**config.mk**
```make
export PLATFORM = sky130hd
export DESIGN_NAME = d_cache_responder
export DESIGN_NICKNAME = d
export VERILOG_FILES = /design/src/rtl/d_cache_responder.sv
export SDC_FILE = /design/constraint.sdc
export NUM_CORES = 1
export LEC_CHECK = 0
export CORE_MARGIN = 8
export CORE_UTILIZATION = 57
export DETAILED_ROUTE_END_ITERATION = 10
export PLACE_DENSITY = 0.8
export SKIP_LAST_GASP = 1
export SLEW_MARGIN = 20
export SYNTH_ARGS = -nofsm -noshare
export SYNTH_HDL_FRONTEND = slang
export SYNTH_SLANG_ARGS = --single-unit
```
**constraint.sdc**
```tcl
create_clock -name clk -period 4.3 [get_ports clk]
set_input_delay 0.645 -clock clk [delete_from_list [all_inputs] [get_ports clk]]
set_output_delay 0.645 -clock clk [all_outputs]
set_load 0.01 [all_outputs]
```
**src/rtl/d_cache_responder.sv**
```systemverilog
// Direct-mapped write-through, no-write-allocate data cache between
// the MEM stage and backing memory, with a line-fill/write-through FSM.
module d_cache_responder #(
    parameter int WORD_SIZE   = 16,
    parameter int OFFSET_BITS = 2,
    parameter int INDEX_BITS  = 2
) (
    input  logic                                  clk,
    input  logic                                  reset_n,
    input  logic                                  d_readC,
    input  logic                                  d_writeC,
    input  logic [WORD_SIZE-1:0]                  d_address,
    input  logic [WORD_SIZE-1:0]                  d_wdata,
    output logic [WORD_SIZE-1:0]                  d_rdata,
    output logic                                  d_ready,
    output logic                                  d_stall,
    output logic                                  mem_readC,
    output logic                                  mem_writeC,
    output logic [WORD_SIZE-1:0]                  mem_address,
    output logic [WORD_SIZE-1:0]                  mem_wdata,
    input  logic [(WORD_SIZE<<OFFSET_BITS)-1:0]   mem_rdata,
    input  logic                                  mem_ack,
    output logic [15:0]                           num_access,
    output logic [15:0]                           num_hit
);

    localparam int TAG_BITS = WORD_SIZE - OFFSET_BITS - INDEX_BITS;
    localparam int WORDS    = 1 << OFFSET_BITS;
    localparam int LINES    = 1 << INDEX_BITS;

    typedef enum logic [2:0] {
        IDLE,
        TAG,
        FILL,
        WRITE,
        RESP
    } state_t;

    state_t state;

    logic [WORD_SIZE-1:0] reqAddr;
    logic [WORD_SIZE-1:0] reqData;
    logic                 reqWrite;

    logic [LINES-1:0]     validBits;
    logic [TAG_BITS-1:0]  tagArr  [LINES];
    logic [WORD_SIZE-1:0] dataArr [LINES][WORDS];

    logic [OFFSET_BITS-1:0] reqOffset;
    logic [INDEX_BITS-1:0]  reqIndex;
    logic [TAG_BITS-1:0]    reqTag;
    logic                   hit;
    logic                   fillDone;
    logic                   writeHit;
    logic [WORD_SIZE-1:0]   fillWord;

    assign reqOffset = reqAddr[OFFSET_BITS-1:0];
    assign reqIndex  = reqAddr[OFFSET_BITS +: INDEX_BITS];
    assign reqTag    = reqAddr[WORD_SIZE-1 -: TAG_BITS];

    assign hit      = validBits[reqIndex] && (tagArr[reqIndex] == reqTag);
    assign fillDone = (state == FILL) && mem_ack;
    assign writeHit = (state == TAG) && reqWrite && hit;
    assign fillWord = mem_rdata[int'(reqOffset)*WORD_SIZE +: WORD_SIZE];

    assign d_stall = (d_readC | d_writeC) & ~d_ready;

    // Tag/data storage is deliberately left out of reset; validBits guards it.
    always_ff @(posedge clk) begin
        if (fillDone) begin
            tagArr[reqIndex] <= reqTag;
            for (int w = 0; w < WORDS; w++) begin
                dataArr[reqIndex][w] <= mem_rdata[w*WORD_SIZE +: WORD_SIZE];
            end
        end else if (writeHit) begin
            dataArr[reqIndex][reqOffset] <= reqData;
        end
    end

    always_ff @(posedge clk or negedge reset_n) begin
        if (!reset_n) begin
            state       <= IDLE;
            reqAddr     <= '0;
            reqData     <= '0;
            reqWrite    <= 1'b0;
            validBits   <= '0;
            d_rdata     <= '0;
            d_ready     <= 1'b0;
            mem_readC   <= 1'b0;
            mem_writeC  <= 1'b0;
            mem_address <= '0;
            mem_wdata   <= '0;
            num_access  <= '0;
            num_hit     <= '0;
        end else begin
            d_ready <= 1'b0;
            d_rdata <= '0;
            unique case (state)
                IDLE: begin
                    // The request is still held during the d_ready cycle.
                    if (!d_ready && (d_writeC || d_readC)) begin
                        reqAddr  <= d_address;
                        reqData  <= d_wdata;
                        reqWrite <= d_writeC;
                        state    <= TAG;
                    end
                end
                TAG: begin
                    num_access <= num_access + 16'd1;
                    if (hit) begin
                        num_hit <= num_hit + 16'd1;
                    end
                    if (reqWrite) begin
                        mem_writeC  <= 1'b1;
                        mem_address <= reqAddr;
                        mem_wdata   <= reqData;
                        state       <= WRITE;
                    end else if (hit) begin
                        d_ready <= 1'b1;
                        d_rdata <= dataArr[reqIndex][reqOffset];
                        state   <= IDLE;
                    end else begin
                        mem_readC   <= 1'b1;
                        mem_address <= {reqTag, reqIndex,
                                        {OFFSET_BITS{1'b0}}};
                        state       <= FILL;
                    end
                end
                FILL: begin
                    if (mem_ack) begin
                        validBits[reqIndex] <= 1'b1;
                        mem_readC   <= 1'b0;
                        mem_address <= '0;
                        d_ready     <= 1'b1;
                        d_rdata     <= fillWord;
                        state       <= RESP;
                    end
                end
                WRITE: begin
                    if (mem_ack) begin
                        mem_writeC  <= 1'b0;
                        mem_address <= '0;
                        mem_wdata   <= '0;
                        d_ready     <= 1'b1;
                        state       <= RESP;
                    end
                end
                RESP: begin
                    state <= IDLE;
                end
                default: begin
                    state <= IDLE;
                end
            endcase
        end
    end

endmodule

```
==> flow_metrics.env, run 1 <==
export IMPL_post_cts_resized=0
export IMPL_grt_pass1_vias=10500
export IMPL_initial_core_util_pct=57.8
export IMPL_vias=10000
export IMPL_utilization_pct=70.8
export IMPL_ff2ff_setup_slack_ns=0.55
export IMPL_grt_pass1_wl_um=66100
export IMPL_hold_viol=0
export IMPL_maxCapViolCount=0
export IMPL_cts_tree="done"
export IMPL_wl_per_cell_um=27.9
export IMPL_period_needed_ns=3.75
export IMPL_setup_violations=0
export IMPL_p_total_uw=13700
export IMPL_core_area_sq_mm=0.0306
export IMPL_outcome="finished clean"
export IMPL_portBuffers=184
export IMPL_power_density_mw_per_mm2=632
export IMPL_syn_inst=957
export IMPL_avgSynthCellArea_sq_um=18.5
export IMPL_max_slew_margin_pct=35.3
export IMPL_cp_max_fo=22
export IMPL_synth_top_area_share_pct=51.6
export IMPL_numClockSinks=427
export IMPL_cts_root_buffer="clkbuf_16"
export IMPL_io_pin_count=185
export IMPL_synthFlopType="edfxtp_1"
export IMPL_gr_usage_all_layers_pct=24.4
export IMPL_chipHeight_um=192
export IMPL_gp_congestion=0.792
export IMPL_cp_required_ns=4.54
export IMPL_die_x_um=192
export IMPL_syn2layout_area_growth_pct=22.5
export IMPL_synth_cell_types=48
export IMPL_end_kind="register"
export IMPL_cts_max_level=2
export IMPL_rsz0062_at_grt="false"
export IMPL_synthArstFlopShare_pct=28.8
export IMPL_tightest_slew_ns=0.970
export IMPL_num_rows=64
export IMPL_cts_buffers=43
export IMPL_fmax_mhz=267
export IMPL_setup_ws_ns=0.550
export IMPL_antenna_found_initial=4
export IMPL_synth_nets=1060
export IMPL_crit_type="reg2reg"
export IMPL_clk_pin_slew_ns=0.06
export IMPL_ir_worst_vdd_mv=0.396
export IMPL_fin_hold_ws_ns=0.200
export IMPL_ys_top_cells_by_area="edfxtp_1 (52%), dfrtp_1 (17%), mux4_2 (13%)"
export IMPL_syn_area_sq_mm=0.0177
export IMPL_holdBufCountCts=0
export IMPL_hpwl_um=30200
export IMPL_nNetsFinal=1278
export IMPL_grt_overflow=0
export IMPL_die_area_sq_mm=0.0369
export IMPL_start_kind="register"
export IMPL_synth_edf_count=304
export IMPL_post_cts_buffers=0
export IMPL_grt_max_degree=100
export IMPL_drive_above_1_share_pct=27.9
export IMPL_route_detailed_drc=0
export IMPL_n_antenna_cell=0
export IMPL_yosysWarnings=0
export IMPL_setup_tns_ns=0
export IMPL_drt_wl_total_um=44800
export IMPL_clock_path_buffers=3
export IMPL_report_final_slew_viol_count=0
export IMPL_timing_final_crit_share_pct=87.2
export IMPL_initialDrtViolationCount=943
export IMPL_ys_seq_area_share_pct=69.1
export IMPL_worstPathArrival_ns=3.99
export IMPL_yosys_area_top_type="edfxtp_1"
export IMPL_hp_class="in2async"
export IMPL_finClkSkew_ns=0.0164
export IMPL_drt_pass1_iter_count=7
export IMPL_clkLatencyLatePin_ns=0.54
export IMPL_viasPerCell=6.23
export IMPL_ys_ff_latch=427
export IMPL_power_leakage_uw=0.00779
export IMPL_antenna_left=0
export IMPL_dp_slack_ns=0.617
-- cell usage in the layout, fill, tap and decap left out, drive strengths merged, types with 2 or more instances in the layout --
cell type      synthesis  layout
buf                   22      41
bufinv                 0       3
mux2i                 10      10
clkbuf                29      57
nor2                  20      20
o32ai                  2       2
nand3b                 2       2
clkdlybuf4s50          0     183
inv                   23      26
o21a                   3       3
and3                   4       4
o21ai                 18      18
xor2                  26      26
nor3                   7       7
clkinv                 0      13
mux4                 102     102
clkinvlp               0       3
a22o                  32      32
nand3                 16      16
ha                     2       2
mux2                  99      99
nor4                   5       5
dfrtp                123     123
edfxtp               304     304
or2                    6       6
a21oi                 12      12
nand4                  9       9
nand2b                 3       3
nor2b                  2       2
nand2                 34      34
o21ba                  6       6
xnor2                 24      24
-- kinds of logic after synthesis --
| family | share of synthesized area [%] |
|---|---|
| AOI/OAI and AO/OA | 3.26 |
| xor gates and xnor gates | 2.48 |
| adders and majority gates | 0.142 |
| buffers and inverters | 1.77 |
| DFF | 69.1 |
| muxes | 19.9 |
| and+or+nand+nor | 3.42 |
-- metal layers --
| layer | GRT usage (%) | share of wire, % |
|---|---|---|
| met5 | 0 | 0.18 |
| met4 | 11.3 | 4.6 |
| met3 | 6.37 | 9.3 |
| met2 | 38.7 | 49 |
| met1 | 31.4 | 37 |
-- flip-flops by register name (all words and copies together), names as in the netlist --
name	cells
d_rdata	16
d_ready	1
dataArr	256
mem_address	16
mem_readC	1
mem_wdata	16
mem_writeC	1
num_access	16
num_hit	16
reqAddr	16
reqData	16
reqWrite	1
state	3
tagArr	48
validBits	4
-- power breakdown --
group	leakage (uW)	internal, uW	switching [uW]
Clock	0.000736	2310	1580
Sequential	0.00431	5090	789
Combinational	0.00274	2080	1830
-- metrics by stage --
stage | instances | cell area (sq um)
2_1_floorplan | 957 | 17700
3_3_place_gp | 1526 | 20100
3_5_place_dp | 1526 | 20100
4_1_cts | 1605 | 21600
5_1_grt | 1605 | 21600
6_report | 1605 | 21600
-- cells in the mapped netlist (3+ instances only) --
library cell  count
nand3_1          16
o21ba_2           6
inv_1            23
edfxtp_1        304
o21ai_0          17
and3_1            4
nor2_1           19
mux2i_1          10
nand2b_1          3
o21a_1            3
mux4_2          102
buf_1             5
clkbuf_1         28
nor3_1            7
a22o_1           32
xor2_1           26
or2_2             6
buf_2            15
dfrtp_1         123
mux2_1           11
nand4_1           8
mux2_2           88
xnor2_1          24
a21oi_1          12
nor4_1            5
nand2_1          34
-- critical path, stage by stage (launching register included) --
cell and delay (ns):
dfrtp_4 0.65, buf_4 0.36, mux2i_1 0.26, xor2_1 0.21, nand3_1 0.12, o31ai_2 0.19
nand3_1 0.41, nor2_2 0.59, o21a_1 0.37, buf_4 0.27
-- final timing paths --
path / startpoint / end / cells after the start
worst max-delay path: reqAddr[2] / dataArr[0][24] / 9
min in group clk: num_access[15] / num_access[15] / 1
worst max register to register: reqAddr[2] / dataArr[0][24] / 9
worst min register to register: num_access[15] / num_access[15] / 1
worst min-delay path: reset_n / reqAddr[15] / 1
max in group asynchronous: reset_n / d_rdata[3] / 2
-- cell type report --
| cell class | instances | area, sq um |
|---|---|---|
| inverter | 23 | 86.3 |
| multi-input combinational | 456 | 5200 |
| fill | 1851 | 8940 |
| timing repair buffer | 224 | 2140 |
| sequential | 427 | 12200 |
| clock buffer | 57 | 1300 |
| clock inverter | 22 | 205 |
| tap | 396 | 495 |
Note: power is estimated with default switching activity, not from simulation.
==> run 2: changes to the inputs <==
- ABC_AREA: default -> 1
==> run 2 against run 1 <==
  * Critical path depth grew 4
  * Worst setup slack lost 0.0046 ns
  * Synthesized cell count grew 68%
  * Clock skew grew 0.015 ns
  * First-iteration DRC count grew 93%
  * Via count grew 41%
  * Non-clock buffer count grew 14
  * Area after synthesis grew 1.8%
  * Core utilization shrank 1.5 points
  * Global-route usage grew 3.1 points
==> flow_metrics.env, run 2 <==
export IMPL_holdBufCountCts=0
export IMPL_outcome="finished clean"
export IMPL_drive_above_1_share_pct=8.45
export IMPL_antenna_found_initial=1
export IMPL_grt_max_degree=100
export IMPL_fmax_mhz=266
export IMPL_synth_edf_count=304
export IMPL_synth_top_family_by_area="simple AND/OR/NAND/NOR gates"
export IMPL_antenna_left=0
export IMPL_power_density_mw_per_mm2=628
export IMPL_ys_seq_area_share_pct=67.8
export IMPL_vias=14100
export IMPL_ys_ff_latch=427
export IMPL_maxCapViolCount=0
export IMPL_n_antenna_cell=0
export IMPL_syn2layout_area_growth_pct=20.4
export IMPL_numClockSinks=427
export IMPL_cts_buffers=42
export IMPL_clock_path_buffers=3
export IMPL_synthArstFlopShare_pct=28.8
export IMPL_timing_final_crit_share_pct=87.3
export IMPL_synth_compound_area_share_pct=9.57
export IMPL_synth_cell_types=34
export IMPL_core_area_sq_mm=0.0313
export IMPL_ys_top_cells_by_area="edfxtp_1 (51%), dfrtp_1 (17%), nand2_1 (8.7%)"
export IMPL_max_slew_margin_pct=33.3
export IMPL_area_sequential_sq_mm=0.0122
export IMPL_cp_max_fo=18
export IMPL_initial_core_util_pct=57.5
export IMPL_nNetsFinal=1892
export IMPL_clkPwrFrac_pct=25.5
export IMPL_start_kind="register"
export IMPL_clkLatencyLatePin_ns=0.56
export IMPL_end_kind="register"
export IMPL_swShare_pct=37.4
export IMPL_seqPwrFrac_pct=42.0
export IMPL_nFillCells=2133
export IMPL_cts_max_level=2
export IMPL_synthFlopType="edfxtp_1"
export IMPL_viasPerCell=6.34
export IMPL_setup_tns_ns=0
export IMPL_synth_simple_area_share_pct=16.2
export IMPL_drt_pass1_iter_count=6
export IMPL_p_int_uw=8510
export IMPL_route_detailed_drc=0
export IMPL_crit_type="reg2reg"
export IMPL_finClkSkew_ns=0.0310
export IMPL_ir_worst_vdd_mv=0.437
export IMPL_hpwl_um=34500
export IMPL_fin_hold_ws_ns=0.184
export IMPL_synth_nets=1706
export IMPL_post_cts_buffers=0
export IMPL_power_leakage_uw=0.00842
export IMPL_initialDrtViolationCount=1823
export IMPL_die_x_um=194
export IMPL_dpl_instance_area_sq_mm=0.0204
export IMPL_report_final_slew_viol_count=0
export IMPL_fin_area_sq_mm=0.0217
export IMPL_synthMuxAreaShare_pct=1.00
export IMPL_wl_per_cell_um=23.9
export IMPL_top_register="dataArr"
export IMPL_drt_wl_total_um=53300
export IMPL_cp_required_ns=4.52
export IMPL_dr_wl_met3_um=6010
export IMPL_grt_pass1_wl_um=81000
export IMPL_grt_pass1_vias=13600
export IMPL_synthAdderAreaFrac_pct=0.139
export IMPL_drt_met1_wl_um=19300
export IMPL_largest_register_ffs=256
export IMPL_combPwrFrac_pct=32.4
export IMPL_cts_root_buffer="clkbuf_16"
export IMPL_synth_most_common_cell="nand2_1"
export IMPL_avgSynthCellArea_sq_um=11.2
export IMPL_gr_usage_all_layers_pct=27.5
export IMPL_post_cts_resized=0
export IMPL_hold_viol=0
export IMPL_grt_overflow=0
export IMPL_route_met2_wl_um=25100
export IMPL_cts_tree="done"
export IMPL_setup_violations=0
export IMPL_hp_class="in2async"
export IMPL_final_cell_mix="nand2_1 (411), edfxtp_1 (304), clkdlybuf4s50_1 (183), o22ai_1 (128), dfrtp_1 (122)"
export IMPL_p_switching_uw=5100
export IMPL_syn_inst=1603
export IMPL_p_total_uw=13600
export IMPL_die_area_sq_mm=0.0375
export IMPL_synth_common_cells="nand2_1 (415), edfxtp_1 (304), o22ai_1 (128)"
export IMPL_multi_input_area_sq_mm=0.00514
export IMPL_yosys_area_top_type="edfxtp_1"
export IMPL_rsz0062_at_grt="false"
export IMPL_yosysWarnings=0
export IMPL_chipHeight_um=194
export IMPL_tightest_slew_ns=0.996
export IMPL_synthXorXnorAreaFrac_pct=1.36
export IMPL_gp_congestion=0.940
export IMPL_dr_max_layer_used="met4"
export IMPL_synth_top_area_share_pct=50.7
export IMPL_syn_area_sq_mm=0.0180
export IMPL_clk_pin_slew_ns=0.06
export IMPL_io_pin_count=185
export IMPL_worstPathArrival_ns=3.98
export IMPL_num_rows=65
export IMPL_layout_commonest_cell="nand2_1"
export IMPL_period_needed_ns=3.75
export IMPL_portBuffers=184
export IMPL_reg_top3="dataArr x256, tagArr x48"
run 2: changes by cell type in the layout (fill, tap and decap cells not counted), moves of 13 or more:
cell	delta
a22oi_1	+32
o22ai_1	+128
mux4_2	-102
buf_4	+13
a22o_1	-32
nand4_1	+93
nand2_1	+377
inv_1	+42
nor2_1	+57
o21ai_0	+69
a21oi_1	+34
nand3_1	+36
mux2_2	-72
run 2: worst max-delay path: stages, from the launching register on:
cell	delay (ns)
dfrtp_1	0.78
inv_2	0.30
nand2_1	0.17
nand2_1	0.07
nand2_1	0.10
nand2_1	0.08
inv_1	0.05
nand2_1	0.04
nor2_1	0.08
nand2_1	0.06
nor2_1	0.28
nand4_1	0.69
a21oi_1	0.44
buf_4	0.29
run 2: kinds of logic after synthesis:
kind of cell / after synthesis
AND/OR/NAND/NOR: 669
flip-flops: 427
AO/OA/AOI/OAI: 296
buffers and inverters: 165
XOR/XNOR: 28
multiplexers: 16
adder cells (fa/ha/maj): 2
run 2: routing by layer:
| metal | track usage (%) | vias up |
|---|---|---|
| met5 | 0 | - |
| met1 | 35.8 | 6678 |
| met3 | 5.05 | 211 |
| met2 | 44.4 | 1075 |
| li1 | - | 6149 |
| met4 | 13.2 | 0 |
run 2: final timing paths:
| path | from | to | slack (ns) | depth (start not counted) |
|---|---|---|---|---|
| max | reqAddr[3] | dataArr[3][46] | 0.55 | 13 |
| max in group asynchronous | reset_n | d_rdata[14] | 3.14 | 2 |
| min in group clk | validBits[0] | validBits[0] | 0.47 | 1 |
| min reg2reg | validBits[0] | validBits[0] | 0.47 | 1 |
| max reg2reg | reqAddr[3] | dataArr[3][46] | 0.55 | 13 |
| min | reset_n | mem_address[12] | 0.18 | 1 |
run 2: per-stage QoR:
step           setup WS, ns  cells  utilization (%)
3_5_place_dp          0.680   2147             65.1
3_3_place_gp          0.859   2147             65.1
2_1_floorplan          1.36   1603                -
6_report              0.545   2225             69.2
5_1_grt               0.242   2225             69.2
4_1_cts               0.604   2225             69.2
run 2: power groups by stage:
stage                     Clock [uW]  Sequential [uW]  Combinational [uW]
final                           3480             5720                4410
after global routing            3640             5760                4760
after CTS                       3480             5700                4320
after detailed placement           0             5770                4270
after global placement             0             5750                4210
after floorplan                    0             5570                2660
run 2: cell type report:
cell class | count | area share (%)
sequential | 427 | 56.3
multi-input combinational | 1011 | 23.7
timing repair buffer | 238 | 10.4
clock buffer | 54 | 5.26
tap | 402 | 2.32
inverter | 69 | 1.19
clock inverter | 24 | 0.739
